### src/rtl/reg_list_sequencer.sv
// reg_list_sequencer: walks a 16-bit register list lowest index first and
// issues one register-file access plus one data-memory access per cycle
// for LDM/STM-style multi-register transfers.
// Optional feature macro: BASE_WRITEBACK_EN. When defined, the block writes
// the updated base address back to base_reg after the last transfer. That
// writeback is skipped when a load already wrote base_reg from memory.
module reg_list_sequencer (
    input  logic        clk,
    input  logic        reset_n,
    input  logic        start,
    input  logic        is_load,
    input  logic        up,
    input  logic [15:0] reg_list,
    input  logic [31:0] base_addr,
    input  logic [3:0]  base_reg,
    output logic        busy,
    output logic        done,
    output logic [3:0]  read_addr1,
    input  logic [31:0] read_data1,
    output logic        wr_en,
    output logic [3:0]  write_addr,
    output logic [31:0] write_data,
    output logic [31:0] mem_addr,
    output logic        mem_rd,
    input  logic [31:0] mem_rdata,
    output logic        mem_wr,
    output logic [31:0] mem_wdata
);

    typedef enum logic [1:0] {
        S_IDLE = 2'd0,
        S_XFER = 2'd1,
        S_WB   = 2'd2,
        S_DONE = 2'd3
    } state_t;

    // Number of set bits in a register list (0..16).
    function automatic logic [4:0] popcount16(input logic [15:0] m);
        logic [4:0] cnt;
        cnt = 5'd0;
        for (int i = 0; i < 16; i++) begin
            cnt = cnt + {4'd0, m[i]};
        end
        return cnt;
    endfunction

    // Index of the lowest set bit. Returns 0 for an empty mask.
    function automatic logic [3:0] lowest_idx(input logic [15:0] m);
        logic [3:0] idx;
        idx = 4'd0;
        for (int i = 15; i >= 0; i--) begin
            if (m[i]) begin
                idx = i[3:0];
            end else begin
                idx = idx;
            end
        end
        return idx;
    endfunction

    state_t      r_state;
    logic [15:0] r_mask;
    logic [31:0] r_addr;
    logic        r_is_load;

    logic [4:0]  w_n;
    logic [31:0] w_four_n;
    logic [3:0]  w_k;
    logic [15:0] w_mask_next;

    assign w_n         = popcount16(reg_list);
    assign w_four_n    = {25'd0, w_n, 2'b00};
    assign w_k         = lowest_idx(r_mask);
    // Clearing the lowest set bit gives the mask after the current transfer.
    assign w_mask_next = r_mask & (r_mask - 16'd1);

`ifdef BASE_WRITEBACK_EN
    logic [31:0] r_final;
    logic [3:0]  r_base_reg;
    logic        r_skip_wb;
`else
    logic        w_unused_base_reg;
    assign w_unused_base_reg = ^base_reg;
`endif

    // Sequencer state, remaining mask and running address.
    always_ff @(posedge clk or negedge reset_n) begin
        if (!reset_n) begin
            r_state    <= S_IDLE;
            r_mask     <= 16'd0;
            r_addr     <= 32'd0;
            r_is_load  <= 1'b0;
`ifdef BASE_WRITEBACK_EN
            r_final    <= 32'd0;
            r_base_reg <= 4'd0;
            r_skip_wb  <= 1'b0;
`endif
        end else begin
            case (r_state)
                S_IDLE: begin
                    if (start) begin
                        r_mask    <= reg_list;
                        r_is_load <= is_load;
                        // Transfers always run at ascending addresses, so a
                        // decrement-before walk starts at the lowest address.
                        r_addr    <= up ? base_addr : (base_addr - w_four_n);
`ifdef BASE_WRITEBACK_EN
                        r_final    <= up ? (base_addr + w_four_n) : (base_addr - w_four_n);
                        r_base_reg <= base_reg;
                        r_skip_wb  <= is_load & reg_list[base_reg];
`endif
                        r_state   <= (w_n != 5'd0) ? S_XFER : S_DONE;
                    end else begin
                        r_state <= S_IDLE;
                    end
                end
                S_XFER: begin
                    r_mask <= w_mask_next;
                    r_addr <= r_addr + 32'd4;
                    if (w_mask_next == 16'd0) begin
`ifdef BASE_WRITEBACK_EN
                        r_state <= r_skip_wb ? S_DONE : S_WB;
`else
                        r_state <= S_DONE;
`endif
                    end else begin
                        r_state <= S_XFER;
                    end
                end
`ifdef BASE_WRITEBACK_EN
                S_WB: begin
                    r_state <= S_DONE;
                end
`endif
                S_DONE: begin
                    r_state <= S_IDLE;
                end
                default: begin
                    r_state <= S_IDLE;
                end
            endcase
        end
    end

    // Output decode from registered state; data paths pass through in XFER.
    always_comb begin
        busy       = (r_state != S_IDLE);
        done       = (r_state == S_DONE);
        read_addr1 = 4'd0;
        wr_en      = 1'b0;
        write_addr = 4'd0;
        write_data = 32'd0;
        mem_addr   = 32'd0;
        mem_rd     = 1'b0;
        mem_wr     = 1'b0;
        mem_wdata  = 32'd0;
        case (r_state)
            S_XFER: begin
                mem_addr = r_addr;
                if (r_is_load) begin
                    mem_rd     = 1'b1;
                    wr_en      = 1'b1;
                    write_addr = w_k;
                    write_data = mem_rdata;
                end else begin
                    read_addr1 = w_k;
                    mem_wr     = 1'b1;
                    mem_wdata  = read_data1;
                end
            end
`ifdef BASE_WRITEBACK_EN
            S_WB: begin
                wr_en      = 1'b1;
                write_addr = r_base_reg;
                write_data = r_final;
            end
`endif
            default: begin
                wr_en = 1'b0;
            end
        endcase
    end

endmodule

### config.mk
export PLATFORM = sky130hd
export DESIGN_NAME = reg_list_sequencer
export DESIGN_NICKNAME = d
export VERILOG_FILES = /design/src/rtl/reg_list_sequencer.sv
export SDC_FILE = /design/constraint.sdc
export NUM_CORES = 1
export LEC_CHECK = 0
export ABC_AREA = 1
export ABC_CLOCK_PERIOD_IN_PS = 2400
export BUFFER_PORTS_ARGS = -buffer_cell sky130_fd_sc_hd__buf_2
export CAP_MARGIN = 20
export CELL_PAD_IN_SITES_DETAIL_PLACEMENT = 1
export CELL_PAD_IN_SITES_GLOBAL_PLACEMENT = 2
export CORE_UTILIZATION = 25
export CTS_BUF_LIST = sky130_fd_sc_hd__clkbuf_8
export CTS_CLUSTER_DIAMETER = 30
export DETAILED_ROUTE_END_ITERATION = 8
export HOLD_SLACK_MARGIN = 0.12
export PLACE_DENSITY = 0.85
export SYNTH_ARGS = -nofsm -noshare
export SYNTH_HDL_FRONTEND = slang
export SYNTH_SLANG_ARGS = --single-unit
### constraint.sdc
create_clock -name clk -period 2.4 [get_ports clk]
set_input_delay 0.6 -clock clk [delete_from_list [all_inputs] [get_ports clk]]
set_output_delay 0.6 -clock clk [all_outputs]
set_load 0.005 [all_outputs]
== Yosys cells after proc, flatten, opt, wreduce, memory -nomap -nowiden ==
Cells that the tools add are included.

* Register bits after elaboration: 51
* Input bits: 121
* Logic and storage cells: 71

* $add $sub $neg: 18
* Equality and inequality tests: 3
* Mux-type cells: 38
* Bitwise gates (word level): 1
* Reduce and logical (&&, ||, !) cells: 7

{| class="wikitable"
|+ Operator list
! cell !! number
|-
| $mux W32 || 7
|-
| $mux W4 || 20
|-
| $pmux W32 S2 || 1
|-
| $add A5 B1 Y5 || 11
|-
| $add A32 B3 Y32 const B || 1
|-
| $pmux W16 S2 || 1
|-
| $sub A32 B7 Y32 || 1
|-
| $and A16 B16 Y16 || 1
|-
| $logic_not A16 Y1 || 1
|-
| $mux W16 || 1
|-
| $sub A16 B1 Y16 const B || 1
|-
| $mux W2 || 3
|-
| $add A4 B1 Y5 || 1
|-
| $reduce_bool A5 Y1 || 1
|-
| $add A3 B1 Y4 || 1
|-
| $mux W1 || 4
|-
| $pmux W2 S2 || 1
|-
| $reduce_and A2 Y1 || 2
|-
| $reduce_bool A2 Y1 || 2
|-
| $add A2 B1 Y3 || 1
|-
| $add A1 B1 Y2 || 1
|-
| $eq A2 B1 Y1 const B || 1
|-
| $eq A2 B2 Y1 const B || 1
|-
| $logic_not A2 Y1 || 1
|-
| $ne A2 B2 Y1 const B || 1
|}

== Depth between registers and ports, before layout ==
Gate-level depths: netlist of the first run.

* Depth after elaboration: 19
* Depth in mapped cells: 24
* Gate-level depth less buffers: 24

== Worst setup path before layout of the first run ==
OpenSTA, ideal clock, no wires.

* Kind: input-to-reg
* Start point: input port reg_list[0]
* End point: register r_addr[29]
* Library setup time: 0.116 ns
* Arrival time: 4.822 ns
* Data required time: 2.284 ns
* Path slack: -2.538 ns
* Stages: 23
* Path buffers: 0
* Path through: inv_1 -> fa_1 -> fa_1 -> fa_1 -> fa_1 -> inv_1 -> ha_1 -> inv_1 -> fa_1 -> xor2_1 -> ha_1 -> nand2_1 -> nand2_1 -> nor2_1 -> nor2_1 -> nand3_1 -> nand4_2 -> nor2_1 -> nand3_1 -> nand2_1 -> nand2_1 -> nand2_1 -> nand2_1

* Word-level cells in the longest chain between the ends: 19

{| class="wikitable"
|+ RTL lines
! item !! RTL line !! text
|-
| start, declared || 13 || <nowiki>input logic [15:0] reg_list,</nowiki>
|-
| $add A1 B1 Y2 || 42 || <nowiki>cnt = cnt + {4'd0, m[i]};</nowiki>
|-
| $add A2 B1 Y3 || 42 ||
|-
| $add A3 B1 Y4 || 42 ||
|-
| $add A4 B1 Y5 || 42 ||
|-
| $add A5 B1 Y5 (11 in series) || 42 ||
|-
| $sub A32 B7 Y32 || 106 || <nowiki>r_addr <= up ? base_addr : (base_addr - w_four_n);</nowiki>
|-
| $mux W32 || 106 ||
|-
| $mux W32 || 101 || <nowiki>if (start) begin</nowiki>
|-
| $pmux W32 S2 || 99 || <nowiki>case (r_state)</nowiki>
|-
| end signal, assigned || 106 ||
|-
| end signal, assigned || 119 || <nowiki>r_addr <= r_addr + 32'd4;</nowiki>
|-
| end, declared || 63 || <nowiki>logic [31:0] r_addr;</nowiki>
|}

Every way passes these cells. The select of a mux whose other input is x is not followed.
A chain may end at the register's enable or synchronous reset.

== Worst setup path after layout of the first run ==
* Start point: input port reg_list[3]
* End point: register r_addr[25]

* Word-level cells in the longest chain between the ends: 17

{| class="wikitable"
|+ RTL lines
! item !! RTL line
|-
| $add A3 B1 Y4 || 42
|-
| $add A4 B1 Y5 || 42
|-
| $add A5 B1 Y5 (11 in series) || 42
|-
| $sub A32 B7 Y32 || 106
|-
| $mux W32 || 106
|-
| $mux W32 || 101
|-
| $pmux W32 S2 || 99
|}

Every way passes these cells. The select of a mux whose other input is x is not followed.

==> summary.md, run 1 <==
| Metric | Value |
|---|---|
| Final Cycle Share | `198%` |
| Vias in the first global route | `7034` |
| Slew Viols, Final | `0` |
| Slowest CP cell | `fa_1` |
| Fin. Hold Viols | `0` |
| CTS H-tree depth | `2` |
| Critical Path Most Common Cell | `fa_1` |
| Outcome | `finished with violations` |
| Worst R2R End | `r_addr[10]` |
| Routed Antenna Nets | `0` |
| Leakage | `0.00424 uW` |
| Overflow after GRT | `0` |
| Layout area overhead | `45.5%` |
| Chip width | `151 um` |
| Seq cells post-synth | `51` |
| Placed cells | `1468` |
| Design Area, Final | `8100 sq um` |
| Die ar. | `22900 sq um` |
| Switching Share | `53.6%` |
| Worst setup SP type | `input pin` |
| CTS root buf | `clkbuf_8` |
| Initial antenna violation count | `0` |
| Core Rows | `54` |
| Setup WS pre-CTS | `-2.89 ns` |
| CP arrival | `4.98 ns` |
| Crit path capture | `r_addr[25]` |
| Clk buf depth | `2` |
| Hold Path Class | `in -> reg` |
| Critical path fanouts, max | `4` |
| Critical path origin | `reg_list[3]` |
| Worst hold slack | `0.470 ns` |
| Slowest stage delay, CP | `0.57 ns` |
| Clk pwr share | `5.1%` |
| Combinational share of power | `78.3%` |
| Final Critical Period | `4.75 ns` |
| Synth Flop Type | `dfrtp_1` |
| Starting density of the core | `25.5%` |
| CTS sink cnt | `51` |
| Switch Pwr | `5680 uW` |
| CP cell instances | `buf_8 > inv_4 > fa_1 > fa_1 > fa_1 > fa_1 > inv_2 > ha_4 > inv_2 > fa_2 > xor2_4 > ha_4 > nand2_2 > nor2_2 > nor2_2 > nor2_1 > nand3_2 > buf_12 > nand4_4 > nor2_4 > nor2_1 > nor2_1 > nand2_1 > nand3_1` |
| Placed inst area | `7440 sq um` |
| DR WL/cell | `16.2 um` |
| CTS tree | `done` |
| First-pass GRT wire length | `37000 um` |
| Maxcap violations | `0` |
| Mapped Avg Cell Area | `5.93 sq um` |
| Post-synthesis mux area share | `0%` |
| Internal | `4920 uW` |
| TritonCTS buffer count | `5` |
| YS warnings | `0` |
| Worst path depth | `24` |
| Adder-cell share of the synthesized area | `6.20%` |
| Async SR Flop Fraction | `100%` |
| Critical path's top delay family | `adder cells` |
| R2R setup slack | `0.16 ns` |
| Origin of the critical flop-to-flop path | `r_state[1]` |
| Chip height | `151 um` |
| Number of synthesized flops with an enable pin | `0` |
| FMAX | `210 MHz` |
| Routability cong. | `0.867` |
| Failing checks | `setup timing` |
| Layout cells sized above 1 | `35.1%` |
| Post-Layout Cell Count | `1494` |
| Core region area | `21800 sq um` |
| Hpwl dp | `18900 um` |
| PnR worst setup slack | `-2.35 ns` |
| Via density | `4.77` |
| Largest family of logic cells by synthesized area | `simple AND/OR/NAND/NOR gates` |
| Mapped cell area | `5570 sq um` |
| First drt pass iteration count | `4` |
| Via count | `7124` |
| Post-synthesis sequential area ratio | `22.9%` |
| RSZ-0062 raised after global routing | `yes` |
| R2R depth | `7` |
| Pwr Density | `1310 nW/um^2` |
| Ant. Diodes | `0` |
| Share of power burned in registers | `16.5%` |
| Clock Pin Slew Worst Setup and Hold Paths | `0.11 ns` |
| I/O Buffers | `225` |
| CP Capture Type | `flip-flop` |
| Post-synthesis instance total | `939` |
| CP Class | `in -> reg` |
| Pin count of the biggest net entering global routing | `47` |
| Slew @ Worst Pin | `0.639 ns` |
| Synth Area in Compound Gates | `12.6%` |
| Most area-consuming cells after synthesis | `dfrtp_1 23%, nand2_1 17%, nor2_1 13%, inv_1 9.3%, o21ai_0 4.5%` |
| XOR/XNOR Fraction of Synth Area | `2.83%` |
| GRT Overall Usage | `20.7%` |
| Worst path buffer plus inverter count | `5` |
| Endpoints failing setup | `31` |
| Syn nets | `1081` |
| Max-Slew Margin vs Limit | `57.0%` |
| Remaining DRCs | `0` |
| Worst skew pair latency | `0.34 ns` |
| Worst clock skew | `0.0173 ns` |
| Simple-gate share of the synthesized area | `43.1%` |
| Initial DRC count | `201` |
| I/O pin count | `230` |
| Post-synth top area share | `22.9%` |
| Worst endpoint required time | `2.63 ns` |
| Fill cells | `2924` |
| Post-synth cell types | `48` |
| Final wirelength | `24300 um` |
| Maximum VDD drop | `0.000417 V` |
| Synth area leader | `dfrtp_1` |
| Nets@finish | `1355` |
-- power groups by stage --
stage               registers [uW]  logic (uW)  clock network (uW)
CTS                           1730        7860                 568
finish                        1750        8300                 544
global placement              1730        7130                   0
global route                  1810        9250                 590
floorplan                     1610        4410                   0
detailed placement            1750        7300                   0
-- cells in the final DEF, fill, tap and decap left out, types with 5 or more instances in the layout --
cell type  count
nor2_1       173
nand2_4        5
nand3_1       36
o21ai_2        9
nor2_2        13
buf_2        220
nand2_2       20
buf_6          9
nor2_4        10
o21ai_1       21
o221ai_1      10
xor2_1        13
inv_1        125
nand2_1      222
buf_4         68
dfrtp_1       51
ha_1           6
nand4_1       21
fa_1           9
inv_2         13
nor4_1        16
a21oi_1       13
clkbuf_8       5
nand3_2       14
nor3_1        13
a31oi_1        6
a21boi_1       5
o21ai_0       23
a21oi_2        5
-- stage by stage --
step	utilization, %	power (uW)	TNS, ns
floorplan	-	6020	-65.51
global placement	34.1	8870	-79.69
detailed placement	34.1	9050	-82.99
CTS	36.1	10200	-67.44
global route	37.1	11700	-72.78
finish	37.1	10600	-67.09
-- sequential cells by signal, indices dropped and copies added, names as in the netlist --
name       count
r_mask        16
r_addr        32
r_is_load      1
r_state        2
-- tightest hold or removal path, stage by stage --
cell and delay [ns]:
buf_2 0.07, nand2_1 0.04, o21ai_0 0.06
-- cell families (layout without fill, tap and decap cells) --
family,Yosys count,in the layout
fa+ha+maj,21,21
flops,51,51
compound gates,115,115
xor+xnor,18,18
simple gates,555,555
buf+inv,179,454
-- per-layer routing --
metal | wire length [um] | part of all wire, % | global-route usage (%) | up-vias
met5 | 0 | 0 | 0 | -
met4 | 258 | 1.1 | 4.45 | 0
met3 | 1010 | 4.2 | 2.14 | 18
met2 | 11900 | 49 | 35.7 | 162
met1 | 11100 | 46 | 27.6 | 3416
li1 | - | - | - | 3528
-- synthesized netlist by cell type, types with 3 or more instances --
cell type and number:
a21boi_0 3, a21oi_1 18, a31oi_1 6, buf_2 4
clkbuf_1 29, clkinv_1 4, dfrtp_1 51, fa_1 11
ha_1 10, inv_1 138, nand2_1 245, nand3_1 48
nand3_2 3, nand3b_1 3, nand4_1 21, nor2_1 188
nor2_2 4, nor2_4 4, nor3_1 15, nor4_1 16
o211ai_1 4, o21ai_0 50, o21bai_1 3, o221ai_1 10
o22ai_1 3, xnor2_1 3, xor2_1 15
-- final cells by class --
| type | instances | area (sq um) | share of cell area, % |
|---|---|---|---|
| Multi-Input combinational cell | 709 | 4030 | 49.7 |
| Timing Repair Buffer | 303 | 1820 | 22.4 |
| Sequential cell | 51 | 1280 | 15.7 |
| Inverter | 143 | 549 | 6.78 |
| Tap cell | 280 | 350 | 4.32 |
| Clock buffer | 5 | 68.8 | 0.849 |
| Clock inverter | 3 | 16.3 | 0.201 |
-- worst min path at each step --
stage	from	end	slack, ns	cells past startpoint
5_1_grt	base_addr[1]	r_addr[1]	0.49	3
6_report	base_addr[1]	r_addr[1]	0.47	3
3_3_place_gp	reset_n	r_mask[14]	0.44	1
4_1_cts	base_addr[1]	r_addr[1]	0.46	3
2_1_floorplan	reset_n	r_addr[0]	0.30	0
3_5_place_dp	reset_n	r_mask[14]	0.44	1
-- what timing repair did --
item                                    in CTS  in global routing
gates cloned                                 0                  0
hold buffers                                 1                  0
hold endpoints to repair                     5                  0
endpoints found under the setup margin      35                 81
resized for setup                           65                 63
pin swaps                                   43                 32
setup buffers                               15                  3
(Power assumes the default switching activity.)
==> run 2, diff against run 1 <==
CAP_MARGIN = unset   (was 20)
SKIP_LAST_GASP = 1   (was unset)
SLEW_MARGIN = 10   (was unset)
==> run 2 against run 1 <==
The run still ends with setup timing left. Sequential cell count unchanged. Clock-buffer cell count unchanged. Die area unchanged. Power decreased by 0.75%. Wire length decreased by 0.89%. Setup slack got worse by 0.0066 ns. Worst hold slack improved by 0.0035 ns. Sequential power about the same. Final cell count about the same. Clock power about the same. Fmax decreased by 0.14%. Sequential share of layout area increased by 0.071 points.
==> summary.md, run 2 (synthesized netlist as in run 1, its figures left out) <==
| Metric | Value |
|---|---|
| Outcome | `finished with violations` |
| Failing checks | `setup timing` |
| Die ar. | `22900 sq um (unchanged)` |
| Initial antenna violation count | `0 (unchanged)` |
| FMAX | `210 MHz (-0.14%)` |
| Via count | `7109 (-0.21%)` |
| First drt pass iteration count | `4 (unchanged)` |
| CP Class | `in -> reg` |
| Critical path fanouts, max | `3 (-1)` |
| Vias in the first global route | `7033 (-0.014%)` |
| Routed Antenna Nets | `0 (unchanged)` |
| Core region area | `21800 sq um (unchanged)` |
| Ant. Diodes | `0 (unchanged)` |
| Worst skew pair latency | `0.34 ns (about the same)` |
| First-pass GRT wire length | `36900 um (about the same)` |
| Core Rows | `54 (unchanged)` |
| CP Capture Type | `flip-flop` |
| Clock Pin Slew Worst Setup and Hold Paths | `0.11 ns (about the same)` |
| TritonCTS buffer count | `5 (unchanged)` |
| Worst clock skew | `0.0174 ns (+0.0000336 ns)` |
| I/O pin count | `230 (unchanged)` |
| Final Power | `10500 uW (-0.75%)` |
| Final wirelength | `24000 um (-0.89%)` |
| Hold Path Class | `in -> reg` |
| Final Critical Period | `4.76 ns (+0.00661 ns)` |
| Slew @ Worst Pin | `0.638 ns (-0.000516 ns)` |
| Worst setup SP type | `input pin` |
| CTS H-tree depth | `2 (unchanged)` |
| Nets@finish | `1356 (+0.074%)` |
| Remaining DRCs | `0 (unchanged)` |
| Layout cells sized above 1 | `34.6% (-0.52 points)` |
| Slowest CP cell | `fa_1` |
| CTS tree | `done` |
| Endpoints failing setup | `31 (unchanged)` |
| Commonest non-fill, non-tap cell in the layout | `nand2_1` |
| CTS root buf | `clkbuf_8` |
| DR WL/cell | `16.1 um (-0.95%)` |
| Slew Viols, Final | `0 (unchanged)` |
| Chip height | `151 um (unchanged)` |
| Initial DRC count | `230 (+14%)` |
| Most frequent cells in the layout | `224 x nand2_1, 221 x buf_2, 173 x nor2_1` |
| Pin count of the biggest net entering global routing | `47 (unchanged)` |
| Final Cycle Share | `198% (+0.28 points)` |
| Starting density of the core | `25.5% (unchanged)` |
| Leakage | `0.00423 uW (about the same)` |
| Maximum VDD drop | `0.000420 V (+0.70%)` |
| CP cell instances | `buf_8 > inv_4 > fa_1 > fa_1 > fa_1 > fa_1 > inv_2 > ha_4 > inv_2 > fa_2 > inv_2 > fa_2 > o21ai_2 > nand2_1 > nand2_2 > nand2_4 > buf_6 > buf_4 > nand3_4 > nand3b_1 > nand2_1 > a22oi_1` |
| Fin. Hold Viols | `0 (unchanged)` |
| RSZ-0062 raised after global routing | `yes` |
| PnR worst setup slack | `-2.36 ns (-0.00661 ns)` |
| Pwr Density | `1300 nW/um^2 (-0.31%)` |
| Worst hold slack | `0.474 ns (+0.00352 ns)` |
| Slowest stage delay, CP | `0.58 ns (about the same)` |
| Top reg by flops | `r_addr` |
| Largest registers | `r_addr (32), r_mask (16), r_state (2)` |
| Chip width | `151 um (unchanged)` |
| Max-Slew Margin vs Limit | `57.0% (about the same)` |
| Worst endpoint required time | `2.66 ns (+0.03 ns)` |
| Overflow after GRT | `0 (unchanged)` |
| GRT Overall Usage | `20.7% (about the same)` |
| Clk buf depth | `2 (unchanged)` |
| Layout area overhead | `44.8%` |
| I/O Buffers | `225 (unchanged)` |
| Critical Path Most Common Cell | `fa_1` |
| CP arrival | `5.02 ns (+0.04 ns)` |
| Via density | `4.76 (-0.28%)` |
| Maxcap violations | `0 (unchanged)` |
| Hpwl dp | `18900 um (unchanged)` |
| Routability cong. | `0.867 (unchanged)` |
| CTS sink cnt | `51 (unchanged)` |
| Largest register FFs | `32 (unchanged)` |
-- run 2: cell type report --
class                      count  area [sq um]
tap                          280           350
sequential                    51          1280
multi-input combinational    709          4000
inverter                     143           549
clock inverter                 3          16.3
fill                        2926         13800
clock buffer                   5          68.8
timing repair buffer         304          1810
-- run 2: per-stage QoR --
stage / area [sq um] / setup slack [ns] / util [%] / cells / setup TNS [ns]
final: 8070 / -2.36 / 37.0 / 1495 / -67.41
after global routing: 8070 / -2.56 / 37.0 / 1495 / -72.83
after CTS: 7850 / -2.35 / 36.0 / 1492 / -67.60
after detailed placement: 7440 / -2.89 / 34.1 / 1468 / -82.99
after global placement: 7440 / -2.79 / 34.1 / 1468 / -79.69
after floorplan: 5630 / -2.32 / - / 939 / -65.51
-- run 2: timing repair --
item | CTS | global route
resized for setup | 53 | 62
setup endpoints to repair | 35 | 81
pin swaps | 43 | 32
hold endpoints to repair | 5 | 0
hold buffers | 1 | 0
setup buffers | 15 | 4
-- run 2: report_power, final --
group          internal, uW  switching (uW)
Clock                   201             340
Combinational          3380            4840
Sequential             1300             453
-- run 2: path summary, 6_finish.rpt --
check                                   from  slack, ns          to  cells after the start
worst max register to register    r_state[1]       0.13  r_addr[10]                      7
worst min register to register    r_addr[31]       0.53  r_addr[31]                      2
worst max-delay path             reg_list[3]      -2.36  r_addr[20]                     22
max in group asynchronous            reset_n       1.19   r_is_load                      3
worst min-delay path            base_addr[1]       0.47   r_addr[1]                      3
min in group asynchronous            reset_n       0.66  r_mask[14]                      2
-- run 2: metal layers --
layer	track usage, %	up-vias	share of wire [%]
met5	0	-	0
met3	2.14	13	3.9
met4	4.45	0	0.84
met1	27.6	3409	46
met2	35.6	147	49
li1	-	3540	-
-- run 2: critical path: cells and delay by family --
family	cells	cell delay, ns
and+or+nand+nor	6	0.53
buffers and inverters	7	0.52
AOI/OAI and AO/OA	2	0.26
adders and majority gates	7	3.12
